## src/rtl/uart_tx_arbiter.sv

```systemverilog
// Round-robin arbiter sharing one UART transmitter among NUM_REQ byte sources.
// Sequences each frame through Tx_WR / Tx_BUSY with a busy-start timeout and inter-frame gap.
//
// state        | meaning
// S_IDLE       | waiting for arb_en, a request and a quiet transmitter
// S_WRITE      | byte latched, ack pulsing; Tx_WR strobe issued on exit
// S_WAIT_START | waiting for Tx_BUSY to rise (bounded by BUSY_TIMEOUT)
// S_WAIT_DONE  | transmitter busy with the frame
// S_GAP        | inter-frame idle time before the next grant
module uart_tx_arbiter #(
    parameter int NUM_REQ      = 4,
    parameter int GAP_CYCLES   = 16,
    parameter int BUSY_TIMEOUT = 1024
) (
    input  logic                       clock,
    input  logic                       reset,
    input  logic                       arb_en,
    input  logic [NUM_REQ-1:0]         req,
    input  logic [8*NUM_REQ-1:0]       req_data,
    output logic [NUM_REQ-1:0]         req_ack,
    output logic [7:0]                 Tx_DATA,
    output logic                       Tx_WR,
    output logic                       Tx_EN,
    input  logic                       Tx_BUSY,
    output logic [$clog2(NUM_REQ)-1:0] grant_id,
    output logic                       active,
    output logic                       timeout_err
);

    localparam int IDW     = $clog2(NUM_REQ);
    localparam int CNT_MAX = (BUSY_TIMEOUT > GAP_CYCLES) ? BUSY_TIMEOUT : GAP_CYCLES;
    localparam int CW      = $clog2(CNT_MAX + 1);
    localparam logic [CW-1:0] TO_LAST  = CW'(BUSY_TIMEOUT - 1);
    // A zero gap still spends one cycle in S_GAP.
    localparam logic [CW-1:0] GAP_LAST = CW'((GAP_CYCLES == 0) ? 0 : GAP_CYCLES - 1);

    typedef enum logic [2:0] {
        S_IDLE       = 3'd0,
        S_WRITE      = 3'd1,
        S_WAIT_START = 3'd2,
        S_WAIT_DONE  = 3'd3,
        S_GAP        = 3'd4
    } state_t;

    state_t state_q, state_d;
    logic [CW-1:0]      cnt_q, cnt_d;
    logic [IDW-1:0]     ptr_q, ptr_d;
    logic [7:0]         tx_data_q, tx_data_d;
    logic               tx_wr_q, tx_wr_d;
    logic               tx_en_q, tx_en_d;
    logic [NUM_REQ-1:0] req_ack_q, req_ack_d;
    logic [IDW-1:0]     grant_id_q, grant_id_d;
    logic               active_q, active_d;
    logic               timeout_err_q, timeout_err_d;

    logic               win_found;
    logic [IDW-1:0]     win_id;
    logic [IDW-1:0]     cand;
    logic [7:0]         win_data;
    logic               grant;
    logic               start_timeout;
    logic               gap_done;

    // Search starts just after the last winner so every pending requester gets a turn.
    always_comb begin
        win_found = 1'b0;
        win_id    = '0;
        cand      = '0;
        for (int k = 1; k <= NUM_REQ; k++) begin
            cand = (int'(ptr_q) + k >= NUM_REQ) ? IDW'(int'(ptr_q) + k - NUM_REQ)
                                                : IDW'(int'(ptr_q) + k);
            if (!win_found && req[cand]) begin
                win_found = 1'b1;
                win_id    = cand;
            end
        end
    end

    always_comb begin
        win_data = '0;
        for (int i = 0; i < NUM_REQ; i++) begin
            if (win_id == IDW'(i)) begin
                win_data = req_data[8*i +: 8];
            end
        end
    end

    assign grant         = (state_q == S_IDLE) && arb_en && win_found && !Tx_BUSY;
    assign start_timeout = (state_q == S_WAIT_START) && !Tx_BUSY && (cnt_q == TO_LAST);
    assign gap_done      = (state_q == S_GAP) && (cnt_q == GAP_LAST);

    always_ff @(posedge clock or negedge reset) begin
        if (!reset) begin
            state_q <= S_IDLE;
            cnt_q   <= '0;
        end else begin
            state_q <= state_d;
            cnt_q   <= cnt_d;
        end
    end

    always_comb begin
        state_d = state_q;
        cnt_d   = '0;
        case (state_q)
            S_IDLE: begin
                if (grant) begin
                    state_d = S_WRITE;
                end
            end
            S_WRITE: begin
                state_d = S_WAIT_START;
            end
            S_WAIT_START: begin
                if (Tx_BUSY) begin
                    state_d = S_WAIT_DONE;
                end else if (start_timeout) begin
                    state_d = S_GAP;
                end else begin
                    cnt_d = cnt_q + 1'b1;
                end
            end
            S_WAIT_DONE: begin
                if (!Tx_BUSY) begin
                    state_d = S_GAP;
                end
            end
            S_GAP: begin
                if (gap_done) begin
                    state_d = S_IDLE;
                end else begin
                    cnt_d = cnt_q + 1'b1;
                end
            end
            default: begin
                state_d = S_IDLE;
            end
        endcase
    end

    always_comb begin
        tx_data_d     = tx_data_q;
        grant_id_d    = grant_id_q;
        ptr_d         = ptr_q;
        tx_en_d       = tx_en_q;
        active_d      = active_q;
        timeout_err_d = timeout_err_q;
        req_ack_d     = '0;
        tx_wr_d       = 1'b0;
        if (grant) begin
            tx_data_d  = win_data;
            grant_id_d = win_id;
            ptr_d      = win_id;
            req_ack_d  = NUM_REQ'(1) << win_id;
            tx_en_d    = 1'b1;
            active_d   = 1'b1;
        end
        if (state_q == S_WRITE) begin
            tx_wr_d = 1'b1;
        end
        if (start_timeout) begin
            timeout_err_d = 1'b1;
        end
        if (gap_done) begin
            tx_en_d  = 1'b0;
            active_d = 1'b0;
        end
    end

    always_ff @(posedge clock or negedge reset) begin
        if (!reset) begin
            tx_data_q     <= '0;
            tx_wr_q       <= 1'b0;
            tx_en_q       <= 1'b0;
            req_ack_q     <= '0;
            grant_id_q    <= '0;
            ptr_q         <= IDW'(NUM_REQ - 1);
            active_q      <= 1'b0;
            timeout_err_q <= 1'b0;
        end else begin
            tx_data_q     <= tx_data_d;
            tx_wr_q       <= tx_wr_d;
            tx_en_q       <= tx_en_d;
            req_ack_q     <= req_ack_d;
            grant_id_q    <= grant_id_d;
            ptr_q         <= ptr_d;
            active_q      <= active_d;
            timeout_err_q <= timeout_err_d;
        end
    end

    assign Tx_DATA     = tx_data_q;
    assign Tx_WR       = tx_wr_q;
    assign Tx_EN       = tx_en_q;
    assign req_ack     = req_ack_q;
    assign grant_id    = grant_id_q;
    assign active      = active_q;
    assign timeout_err = timeout_err_q;

endmodule

```

## config.mk

```make
export PLATFORM = sky130hd
export DESIGN_NAME = uart_tx_arbiter
export DESIGN_NICKNAME = d
export VERILOG_FILES = /design/src/rtl/uart_tx_arbiter.sv
export SDC_FILE = /design/constraint.sdc
export NUM_CORES = 1
export LEC_CHECK = 0
export ABC_CLOCK_PERIOD_IN_PS = 1900
export BUFFER_PORTS_ARGS = -buffer_cell sky130_fd_sc_hd__buf_2
export CAP_MARGIN = 20
export CORE_ASPECT_RATIO = 1.25
export CORE_UTILIZATION = 40
export CTS_BUF_LIST = sky130_fd_sc_hd__clkbuf_8
export DETAILED_ROUTE_END_ITERATION = 16
export HOLD_SLACK_MARGIN = 0.1
export PLACE_DENSITY = 0.72
export SLEW_MARGIN = 15
export SYNTH_ARGS = -nofsm -noshare
export SYNTH_HDL_FRONTEND = slang
export SYNTH_SLANG_ARGS = --single-unit
```

## constraint.sdc

```tcl
create_clock -name clock -period 1.9 [get_ports clock]
set_clock_uncertainty 0.2 [all_clocks]
set_input_delay 0.19 -clock clock [delete_from_list [all_inputs] [get_ports clock]]
set_output_delay 0.19 -clock clock [all_outputs]
set_load 0.05 [all_outputs]
```

Yosys cells after proc, flatten, opt, wreduce, memory -nomap -nowiden

Index checks and enable logic that the tools add are counted.

Bits in registers: 33
Bits of input ports: 40
Output and inout bits: 18
Word-level logic and storage cells: 95

$add $sub $neg: 9
Order comparisons: 8
Equality and inequality tests: 13
Shift operators: 1
Multiplexer cells: 38
Reduce and logical (&&, ||, !) cells: 17

Operator list:

| operator                | count |
|---|---|
| $mux W11                | 3 |
| $mux W8                 | 4 |
| $pmux W11 S2            | 1 |
| $mux W2                 | 8 |
| $mux W3                 | 5 |
| $pmux W3 S5             | 1 |
| $lt A2 B3 Y1 const B    | 4 |
| $add A11 B1 Y11 const B | 1 |
| $eq A11 B10 Y1 const B  | 1 |
| $eq A11 B4 Y1 const B   | 1 |
| $mux W1                 | 11 |
| $ge A3 B3 Y1 const B    | 3 |
| $logic_and A1 B1 Y1     | 9 |
| $bmux W1 S2             | 4 |
| $sub A2 B1 Y2 const B   | 4 |
| $add A2 B2 Y3 const B   | 2 |
| $eq A3 B2 Y1 const B    | 2 |
| $ne A2 B2 Y1 const B    | 3 |
| $add A2 B3 Y4 const B   | 1 |
| $eq A2 B2 Y1 const B    | 2 |
| $ge A4 B3 Y1 const B    | 1 |
| $logic_not A1 Y1        | 4 |
| $mux W4                 | 1 |
| $reduce_and A4 Y1       | 1 |
| 9 further kinds         | 9 |

Longest topological paths before layout

Gate-level depths: netlist of run 1.

Depth in word-level cells: 20
Gate-level depth with buffers: 8
Mapped depth without buffers: 6

Worst setup path before layout of run 1

Ideal clock, no wire load.

Path type: flip-flop to flip-flop
Start point: register ptr_q[0]
End point: register tx_data_q[0] (netlist: Tx_DATA[0])
Library setup time: 0.121 ns
Data arrival time: 1.627 ns
Path slack: -0.049 ns
Stages on the path, launching flop included: 8
Buffers on the path: 2
Cells stage by stage: dfstp_2 -> buf_2 -> a21o_1 -> a21oi_1 -> o21a_1 -> clkbuf_1 -> a221o_1 -> o22a_1

Cells in the longest elaborated chain, start to end: 20

Ends and longest elaborated chain:

| what                                          | line   | text |
|---|---|---|
| start, declared                               | 47     | `logic [IDW-1:0] ptr_q, ptr_d;` |
| start signal, assigned                        | 177    | `ptr_q <= IDW'(NUM_REQ - 1);` |
| start signal, assigned                        | 186    | `ptr_q <= ptr_d;` |
| $add A2 B1 Y3                                 | 70, 71 |  |
| $ge A3 B3 Y1 or $sub A2 B1 Y2 (tied branches) | 70     | `cand = (int'(ptr_q) + k >= NUM_REQ) ? IDW'(int'(ptr_q) + k - NUM_REQ)` |
| $mux W2                                       | 70     |  |
| $bmux W1 S2                                   | 72     | `if (!win_found && req[cand]) begin` |
| $mux W1 (not written as such)                 | 72     |  |
| $mux W1                                       | 72     |  |
| $logic_not A1 Y1                              | 72     |  |
| $logic_and A1 B1 Y1                           | 72     |  |
| $mux W1                                       | 72     |  |
| $logic_not A1 Y1                              | 72     |  |
| $logic_and A1 B1 Y1                           | 72     |  |
| $mux W1                                       | 72     |  |
| $logic_not A1 Y1                              | 72     |  |
| $logic_and A1 B1 Y1                           | 72     |  |
| $mux W2                                       | 72     |  |
| $logic_not A2 Y1                              | 82     | `if (win_id == IDW'(i)) begin` |
| $mux W8 (4 in series)                         | 82     |  |
| end signal, assigned                          | 181    | `tx_data_q <= tx_data_d;` |
| end, declared                                 | 48     | `logic [7:0] tx_data_q, tx_data_d;` |

Several ways; a longest one is shown, not always the timed one. The select of a mux whose other input is x is not followed.
A chain may end at the register's enable or synchronous reset.

Final worst setup path of run 1

Start point: register ptr_q[0]
End point: register tx_data_q[2] (netlist: Tx_DATA[2])

The elaborated chain is that of the path after synthesis.

==> results of run 1 <==
==> cell type report <==
| type | instances | area (um2) | share of cell area [%] |
|---|---|---|---|
| Clock buffer | 5 | 68.82 | 2.632 |
| Clock inverter | 3 | 13.76 | 0.5263 |
| Inverter | 1 | 3.754 | 0.1435 |
| Multi-Input combinational cell | 140 | 930.9 | 35.60 |
| Sequential cell | 33 | 829.5 | 31.72 |
| Tap cell | 56 | 70.07 | 2.679 |
| Timing Repair Buffer | 105 | 698.2 | 26.70 |
==> Yosys cell counts, drive strengths merged (2+ instances only) <==
master / instances
dfrtp: 31
nor2: 25
nand3: 17
nand2: 16
a21oi: 11
o21ai: 11
o22a: 9
a221o: 8
buf: 7
clkbuf: 5
nor2b: 4
xnor2: 4
xor2: 4
and2: 3
and3: 3
nor3: 3
o21a: 3
a211oi: 2
a21o: 2
dfstp: 2
nor3b: 2
nor4: 2
o221ai: 2
==> layer usage <==
metal  global-route usage (%)  vias up
met1                    26.13      836
met5                        0        -
li1                         -      877
met4                    5.682        0
met2                    36.30       61
met3                    4.437        7
==> stage by stage <==
| stage | instances | total power, uW | worst slack [ns] | TNS (ns) | util [%] |
|---|---|---|---|---|---|
| global placement | 314 | 2593 | 0.03758 | 0 | 54.33 |
| detailed placement | 314 | 2613 | 0.007025 | 0 | 54.33 |
| floorplan | 186 | 2148 | 0.01241 | 0 | - |
| finish | 343 | 3256 | 0.04039 | 0 | 63.30 |
| CTS | 340 | 3157 | 0.01848 | 0 | 60.72 |
| global route | 343 | 3475 | -0.03346 | -0.1828 | 63.30 |
==> where the power goes <==
group          switching [uW]  leakage [uW]  internal, uW
combinational            1020      0.000756           663
sequential                161      0.000417           905
clock                     262     0.0000491           248
total                    1440       0.00122          1820
==> logic make-up after synthesis <==
logic type / share of synthesized area [%]
flip-flops: 47.35
XOR/XNOR: 4.005
AND/OR/NAND/NOR: 22.17
buffers and inverters: 3.791
multiplexers: 0.5723
adder cells (fa/ha/maj): 0.7152
AO/OA/AOI/OAI: 21.39
==> worst max-delay path, cell delays in order (launching register included) <==
cell and delay [ns]:
dfstp_2 0.58, a211oi_1 0.08, o31a_1 0.30, buf_6 0.15
a221o_1 0.29, o22a_1 0.15
==> repair_timing <==
item,4_1_cts,5_1_grt
resized for setup,1,22
hold endpoints to repair,42,0
cloned,0,0
hold buffers,18,0
setup buffers,0,3
pin swaps,0,5
setup endpoints to repair,3,21
==> registers in the layout, summed over array words and instances (netlist names) <==
signal,count
timeout_err,1
state_q,3
ptr_q,2
req_ack,4
grant_id,2
Tx_DATA,8
Tx_WR,1
active,1
cnt_q,11
==> layout by cell type, fill, tap and decap left out, types with 3 or more instances in the layout <==
| master | instances |
|---|---|
| nor2_1 | 25 |
| xnor2_1 | 4 |
| clkbuf_8 | 5 |
| nor3_1 | 3 |
| buf_4 | 28 |
| nor2b_1 | 4 |
| a221o_1 | 8 |
| dfrtp_1 | 30 |
| nand3_2 | 3 |
| o21ai_0 | 4 |
| xor2_1 | 4 |
| dlygate4sd3_1 | 18 |
| nand2_1 | 16 |
| o21ai_1 | 6 |
| and3_1 | 3 |
| buf_2 | 57 |
| nand3_1 | 14 |
| a21oi_1 | 11 |
| o22a_1 | 9 |
==> worst paths after layout <==
check	from	endpoint	slack (ns)
worst max-delay path	ptr_q[0]	Tx_DATA[2]	0.04
worst max register to register	ptr_q[0]	Tx_DATA[2]	0.04
worst min-delay path	req_data[22]	Tx_DATA[6]	0.11
worst min register to register	timeout_err	timeout_err	0.26
max in group asynchronous	reset	state_q[1]	0.67
min in group asynchronous	reset	req_ack[2]	0.31
==> qor.txt, run 1 <==
Status: finished clean
#FFs+latches synth: 33
Fin area: 2615 um2
Final Max Slew Viols: 0
WL met2: 2348 um
CP arrival: 1.83 ns
Tcrit/Tclk final: 97.87%
# DRC: 0
Top sig layer: met4
Tightest Pin Transition: 0.7498 ns
Finish-stage setup viols: 0
Later-pin clock latency in the skew report: 0.28 ns
Yosys warning count: 0
Post-Syn Nets: 227
Tmin final: 1.860 ns
Drt wl/cell: 13.50 um
IO buf count: 57
Via-per-instance ratio: 5.192
CTS Buf Count: 5
Hold depth: 4
Core Area: 4131 um2
Depth of the CTS H-tree: 2
PD cells: 1245 nW/um2
Share of the synthesized area in the top cell type: 44.35%
Met3 routed WL: 227 um
GRT Residual Overflow: 0
Max FO, Critical Path: 8
Yosys cell types: 40
Routed wire length: 4629 um
Post-synth EDFFs: 0
Asr flop ratio synth: 100.0%
Fillers: 357
Cell taking the most area after synthesis: dfrtp_1
Final antenna-violating net count: 0
Synthesized area: 1749 um2
First-pass GRT wire length: 7493 um
Initial antenna violation count: 0
Max_cap viols: 0
Root Buffer: clkbuf_8
Worst EP required: 1.87 ns
Total Nets Final: 327
Total clock sinks: 33
Total placed instance area: 2245 um2
Hpwl dp: 3190 um
CP Launch Type: flip-flop
Peak VDD IR: 0.5501 mV
M1 WL: 2009 um
Router iterations before antenna repair: 4
Leak: 0.001221 uW
Sequential area share after synthesis: 47.35%
Syn avg cell area: 9.404 um2
Largest net degree at the start of global routing: 34
DRT iter0 DRCs: 96
Cell count after synthesis: 186
Boundary Pins: 58
Layout cells sized above 1: 39.37%
Row cnt: 26
GP Congestion: 0.8462
Clk slew on worst S/H paths: 0.07 ns
Die width: 61.15 um
CP endpoint kind: flip-flop
TritonCTS clock tree: done
DR vias: 1781
Min-delay worst type: in2reg
Top FF cell, synth: dfrtp_1
Hold_ws: 0.1086 ns
Maximum root-to-sink buffer count: 2
Rel. slew slack: 50.02%
Ranking of synthesized cells by area: dfrtp_1, nor2_1, a221o_1, nand3_1, o22a_1
Reg2Reg Depth: 5
Number of global-route vias before repair: 1723
Final Hold Fails: 0
Die footprint: 4643 um2
Aggregate global-route resource usage: 21.23%
Area grow syn2layout: 49.50%
CP Class: reg2reg
Initial Utilization: 42.34%
RSZ-0062 raised after global routing: true
Diodes inserted: 0
F_max: 537.7 MHz
Die Span Y: 75.94 um
Note: power is estimated with default switching activity, not from simulation.
==> run 2, diff against run 1 <==
- CORE_ASPECT_RATIO: 1.25 -> not set
- MAX_ROUTING_LAYER: not set -> met4
- PLACE_DENSITY: 0.72 -> 0.78
==> qor.txt, run 2 (synthesized netlist as in run 1, its figures left out) <==
Drt wl/cell: 13.63 um (+0.98%)
IO buf count: 57 (unchanged)
Number of global-route vias before repair: 1700 (-1.3%)
Most common cell after layout, fill and taps aside: buf_2
Initial Utilization: 42.80% (+0.47 points)
Max_cap viols: 0 (unchanged)
Leak: 0.001217 uW (-0.33%)
Max FO, Critical Path: 8 (unchanged)
Rel. slew slack: 51.07% (+1.1 points)
Diodes inserted: 0 (unchanged)
RSZ-0062 raised after global routing: true
CP arrival: 1.88 ns (+0.05 ns)
Later-pin clock latency in the skew report: 0.29 ns (about the same)
Router iterations before antenna repair: 4 (unchanged)
Tightest Pin Transition: 0.7340 ns (-0.01576 ns)
Switching pwr: 1425 uW (-0.98%)
GP Congestion: 0.8678 (+2.6%)
Final core utilization: 62.80% (-0.50 points)
Tmin final: 1.902 ns (+0.04264 ns)
Die width: 68.13 um (+11%)
Row cnt: 23 (-12%)
Commonest non-fill, non-tap cells in the layout: buf_2, dfrtp_1, buf_4
CTS Buf Count: 5 (unchanged)
Core Area: 4086 um2 (-1.1%)
Routed wire length: 4606 um (-0.50%)
Boundary Pins: 58 (unchanged)
Final Hold Fails: 0 (unchanged)
DRT iter0 DRCs: 107 (+11%)
Aggregate global-route resource usage: 22.81% (+1.6 points)
Clk slew on worst S/H paths: 0.07 ns (about the same)
DR vias: 1753 (-1.6%)
Final setup margin: -0.002245 ns (-0.04264 ns)
DP Worst Slack: -0.02880 ns (-0.03582 ns)
Status: complete, but fails checks
Gate power share: 51.5% (about the same)
Peak VDD IR: 0.8739 mV (+59%)
# DRC: 0 (unchanged)
Worst EP required: 1.87 ns (about the same)
PD cells: 1260 nW/um2 (+1.2%)
Largest Register: cnt_q
GRT Residual Overflow: 0 (unchanged)
Max FFs per register: 11 (unchanged)
TritonCTS clock tree: done
Clock network power share: 15.5% (-0.2 points)
Largest net degree at the start of global routing: 34 (unchanged)
CP Launch Type: flip-flop
Die footprint: 4642 um2 (about the same)
Final Max Slew Viols: 0 (unchanged)
Maximum root-to-sink buffer count: 2 (unchanged)
Tcrit/Tclk final: 100.1% (+2.2 points)
F_max: 525.7 MHz (-2.2%)
Pint: 1807 uW (-0.52%)
PnR Total Power: 3232 uW (-0.72%)
First-pass GRT wire length: 7465 um (-0.37%)
Layout cells sized above 1: 38.54% (-0.83 points)
Flop pwr share: 32.9% (+0.2 points)
Total Nets Final: 328 (+0.31%)
Hpwl dp: 3165 um (-0.77%)
CP Class: reg2reg
Root Buffer: clkbuf_8
Min-delay worst type: in2reg
Total clock sinks: 33 (unchanged)
Switching share of power: 44.10% (-0.11 points)
Failing checks: negative setup slack
Fillers: 362 (+1.4%)
Initial antenna violation count: 0 (unchanged)
Area grow syn2layout: 46.71%
Final antenna-violating net count: 0 (unchanged)
Via-per-instance ratio: 5.186 (-0.12%)
CP endpoint kind: flip-flop
Depth of the CTS H-tree: 2 (unchanged)
Finish-stage setup viols: 1 (+1)
Die Span Y: 68.13 um (-10%)
-- run 2: cell count changes in the layout (fill, tap and decap cells not counted), moves of 2 or more --
| cell | before | now |
|---|---|---|
| a21oi_1 | 11 | 9 |
| a21oi_2 | 0 | 2 |
| nand3_1 | 14 | 16 |
| nand3_2 | 3 | 1 |
| o21ai_0 | 4 | 7 |
| o21ai_1 | 6 | 3 |
-- run 2: metal layers --
metal,track usage [%],share of wire [%]
met4,8.854,2.1
met5,-,0
met1,27.77,45
met3,5.167,3.7
met2,36.52,49
-- run 2: power by group through the flow --
stage	Clock (uW)	Sequential, uW	Combinational (uW)
finish	502	1060	1670
global route	549	1100	1800
CTS	519	1060	1590
detailed placement	0	1070	1540
global placement	0	1070	1510
floorplan	0	1420	725
-- run 2: cell type report --
type,instances,area (um2),share of cell area [%]
Tap cell,50,62.56,2.438
Clock inverter,3,13.76,0.5363
Inverter,1,3.754,0.1463
Timing Repair Buffer,106,699.4,27.26
Clock buffer,5,68.82,2.682
Sequential cell,33,828.3,32.28
Multi-Input combinational cell,140,889.6,34.67
-- run 2: worst paths after layout --
kind | start | end | slack [ns] | depth (start not counted)
max | ptr_q[0] | Tx_DATA[0] | -0.002 | 5
min | req_data[21] | Tx_DATA[5] | 0.12 | 4
max reg2reg | ptr_q[0] | Tx_DATA[0] | -0.002 | 5
min reg2reg | timeout_err | timeout_err | 0.26 | 1
max in group asynchronous | reset | cnt_q[2] | 0.73 | 2
min in group asynchronous | reset | cnt_q[10] | 0.30 | 2
-- run 2: repair_timing --
item                       in CTS  in global routing
hold endpoints to repair       42                  0
gates resized for setup         1                 11
buffers inserted                1                  3
pin swaps                       0                  4
hold buffers                   18                  0
setup endpoints to repair       8                 22
-- run 2: worst max-delay path, stage by stage (launching register included) --
cell and delay, ns:
dfstp_2 0.59, a211oi_2 0.08, o31a_1 0.31, buf_6 0.14
a221o_1 0.30, o22a_1 0.16
-- run 2: metrics by stage --
| step | hold slack [ns] | instance area, um2 | setup TNS, ns | std cells |
|---|---|---|---|---|
| CTS | 0.1115 | 2509 | 0 | 335 |
| floorplan | -0.3056 | 1753 | 0 | 186 |
| global route | 0.1229 | 2566 | -0.1962 | 338 |
| finish | 0.1200 | 2566 | -0.002245 | 338 |
| global placement | 0.09195 | 2237 | 0 | 308 |
| detailed placement | 0.09528 | 2237 | -0.1483 | 308 |
==> run 3, diff against run 2 <==
- ABC_CLOCK_PERIOD_IN_PS: 1900 -> 1650
- clock period: 1.9 -> 1.65 ns (I/O delays scaled with it)
==> qor.txt, run 3 (synthesized netlist as in run 1, its figures left out) <==
Failing checks: negative setup slack
GRT met1 Usage: 30.75% (+3.0 points)
Max FFs per register: 11 (unchanged)
Router iterations before antenna repair: 6 (+2)
CP endpoint kind: flip-flop
Hold_sp: req_data[5]
WP buf/inv: 1 (unchanged)
Number of global-route vias before repair: 2034 (+20%)
Total placed instance area: 2385 um2 (+6.6%)
Launch point of the worst reg-to-reg path: ptr_q[0]
Hpwl dp: 3605 um (+14%)
Commonest non-fill, non-tap cells in the layout: buf_2, buf_4, dfrtp_1
CP top delay family: compound AO/OA/AOI/OAI gates
Final antenna-violating net count: 0 (unchanged)
F_max: 502.6 MHz (-4.4%)
CTS Buf Count: 5 (unchanged)
Dpl cells: 327 (+6.2%)
Crit-path slowest cell: dfstp_2
Rel. slew slack: 70.34% (+19 points)
Fillers: 281 (-22%)
Boundary Pins: 58 (unchanged)
Switching share of power: 45.41% (+1.3 points)
CP Launch Type: flip-flop
GP Congestion: 0.9092 (+4.8%)
Max FO, Critical Path: 6 (-2)
Hold_ws: 0.09472 ns (-0.02527 ns)
Total Nets Final: 362 (+10%)
Tmin final: 1.990 ns (+0.08742 ns)
# DRC: 0 (unchanged)
Hold depth: 4 (unchanged)
RSZ-0062 raised after global routing: true
First-pass GRT wire length: 9135 um (+22%)
Footprint of the multi-input gates: 1032 um2 (+16%)
Worst EP required: 1.63 ns (-0.24 ns)
Final Hold Fails: 0 (unchanged)
Gate power share: 57.6% (+6.1 points)
Reg2reg end: Tx_DATA[0]
Clock network power share: 14.1% (-1.4 points)
Met3 usage: 7.000% (+1.8 points)
PD cells: 1439 nW/um2 (+14%)
Total clock sinks: 33 (unchanged)
CP arrival: 1.97 ns (+0.09 ns)
Later-pin clock latency in the skew report: 0.30 ns (about the same)
GRT met2 Usage: 47.67% (+11 points)
CP max stage delay: 0.61 ns (+0.02 ns)
R2R setup slack: -0.34 ns (-0.34 ns)
Aggregate global-route resource usage: 28.34% (+5.5 points)
Finish-stage setup viols: 30 (+29)
IO buf count: 57 (unchanged)
Drt wl/cell: 18.86 um (+38%)
Initial Utilization: 42.80% (unchanged)
Busiest layer in global routing: met2
Final Max Slew Viols: 0 (unchanged)
GRT Residual Overflow: 0 (unchanged)
DR vias: 2177 (+24%)
Fin area: 3029 um2 (+18%)
Critical Path Stages: 5 (unchanged)
Max_cap viols: 0 (unchanged)
Non-filler cells in the finished layout: 372 (+10%)
Maximum root-to-sink buffer count: 2 (unchanged)
Depth of the CTS H-tree: 2 (unchanged)
Core Area: 4086 um2 (unchanged)
Die footprint: 4642 um2 (unchanged)
Row cnt: 23 (unchanged)
Diodes inserted: 0 (unchanged)
Register Area: 828.3 um2 (unchanged)
Min-delay worst type: in2reg
Initial antenna violation count: 0 (unchanged)
Routed wire length: 7016 um (+52%)
Clk slew on worst S/H paths: 0.07 ns (about the same)
Hold EP: Tx_DATA[5]
Root Buffer: clkbuf_8
Via-per-instance ratio: 5.852 (+13%)
Peak VDD IR: 0.9577 mV (+9.6%)
Status: complete, but fails checks
Reg2Reg Depth: 5 (unchanged)
Tightest Pin Transition: 0.4440 ns (-0.2900 ns)
Leak: 0.001412 uW (+16%)
DRT iter0 DRCs: 269 (+150%)
Largest net degree at the start of global routing: 34 (unchanged)
Layout cells sized above 1: 50.00% (+11 points)
CP Class: reg2reg
Crit path cell chain: a211oi_2 > o31a_1 > buf_6 > a221o_1 > o22a_1
Tcrit/Tclk final: 120.6% (+20 points)
Final setup margin: -0.3397 ns (-0.3374 ns)
Switching pwr: 1979 uW (+39%)
Area grow syn2layout: 73.18%
TritonCTS clock tree: done
Pint: 2380 uW (+32%)
Most common cell after layout, fill and taps aside: buf_2
Largest Register: cnt_q
Die width: 68.13 um (unchanged)
Flop pwr share: 28.3% (-4.6 points)
Die Span Y: 68.13 um (unchanged)
run 3: worst max-delay path by stage:
stage,from,to,slack (ns)
after floorplan,ptr_q[0],Tx_DATA[7],-0.19
after global placement,ptr_q[0],Tx_DATA[1],-0.19
after detailed placement,ptr_q[0],Tx_DATA[6],-0.23
after CTS,ptr_q[0],Tx_DATA[6],-0.21
after global routing,ptr_q[0],Tx_DATA[1],-0.39
final,ptr_q[0],Tx_DATA[0],-0.34
run 3: power by group through the flow:
stage,clock network (uW),logic (uW),registers (uW)
global route,649,2650,1260
detailed placement,0,1930,1230
global placement,0,1900,1220
CTS,596,2190,1210
finish,613,2510,1230
floorplan,0,879,1640
run 3: stage by stage:
step	setup TNS [ns]	utilization, %	worst slack [ns]	power (uW)
floorplan	-2.944	-	-0.1880	2522
global placement	-3.669	58.36	-0.1927	3119
detailed placement	-4.433	58.36	-0.2326	3160
CTS	-4.250	69.60	-0.2150	3989
global route	-7.598	74.13	-0.3948	4563
finish	-6.070	74.13	-0.3397	4359
run 3: worst min-delay path, cell delays in order:
cell and delay, ns:
buf_2 0.09, o21ai_0 0.06, a21oi_1 0.07, o22a_1 0.17
run 3: layout make-up:
type / count / area share [%]
multi-input cells: 141 / 34.08
repair buffers: 139 / 33.66
flip-flops and latches: 33 / 27.34
clock buffers: 5 / 2.272
well taps: 50 / 2.065
clock inverters: 3 / 0.4544
inverters: 1 / 0.1239
run 3: routing by layer:
| layer | part of all wire (%) | up-vias |
|---|---|---|
| met3 | 8.1 | 50 |
| met1 | 37 | 1011 |
| met2 | 49 | 170 |
| met4 | 5.6 | 0 |
| li1 | - | 946 |
| met5 | 0 | - |
run 3: what timing repair did:
action | CTS | global route
setup buffers | 7 | 5
hold buffers | 25 | 0
hold endpoints to repair | 44 | 0
cloned | 1 | 1
gates resized for setup | 22 | 38
setup endpoints to repair | 30 | 31
pin swaps | 10 | 17
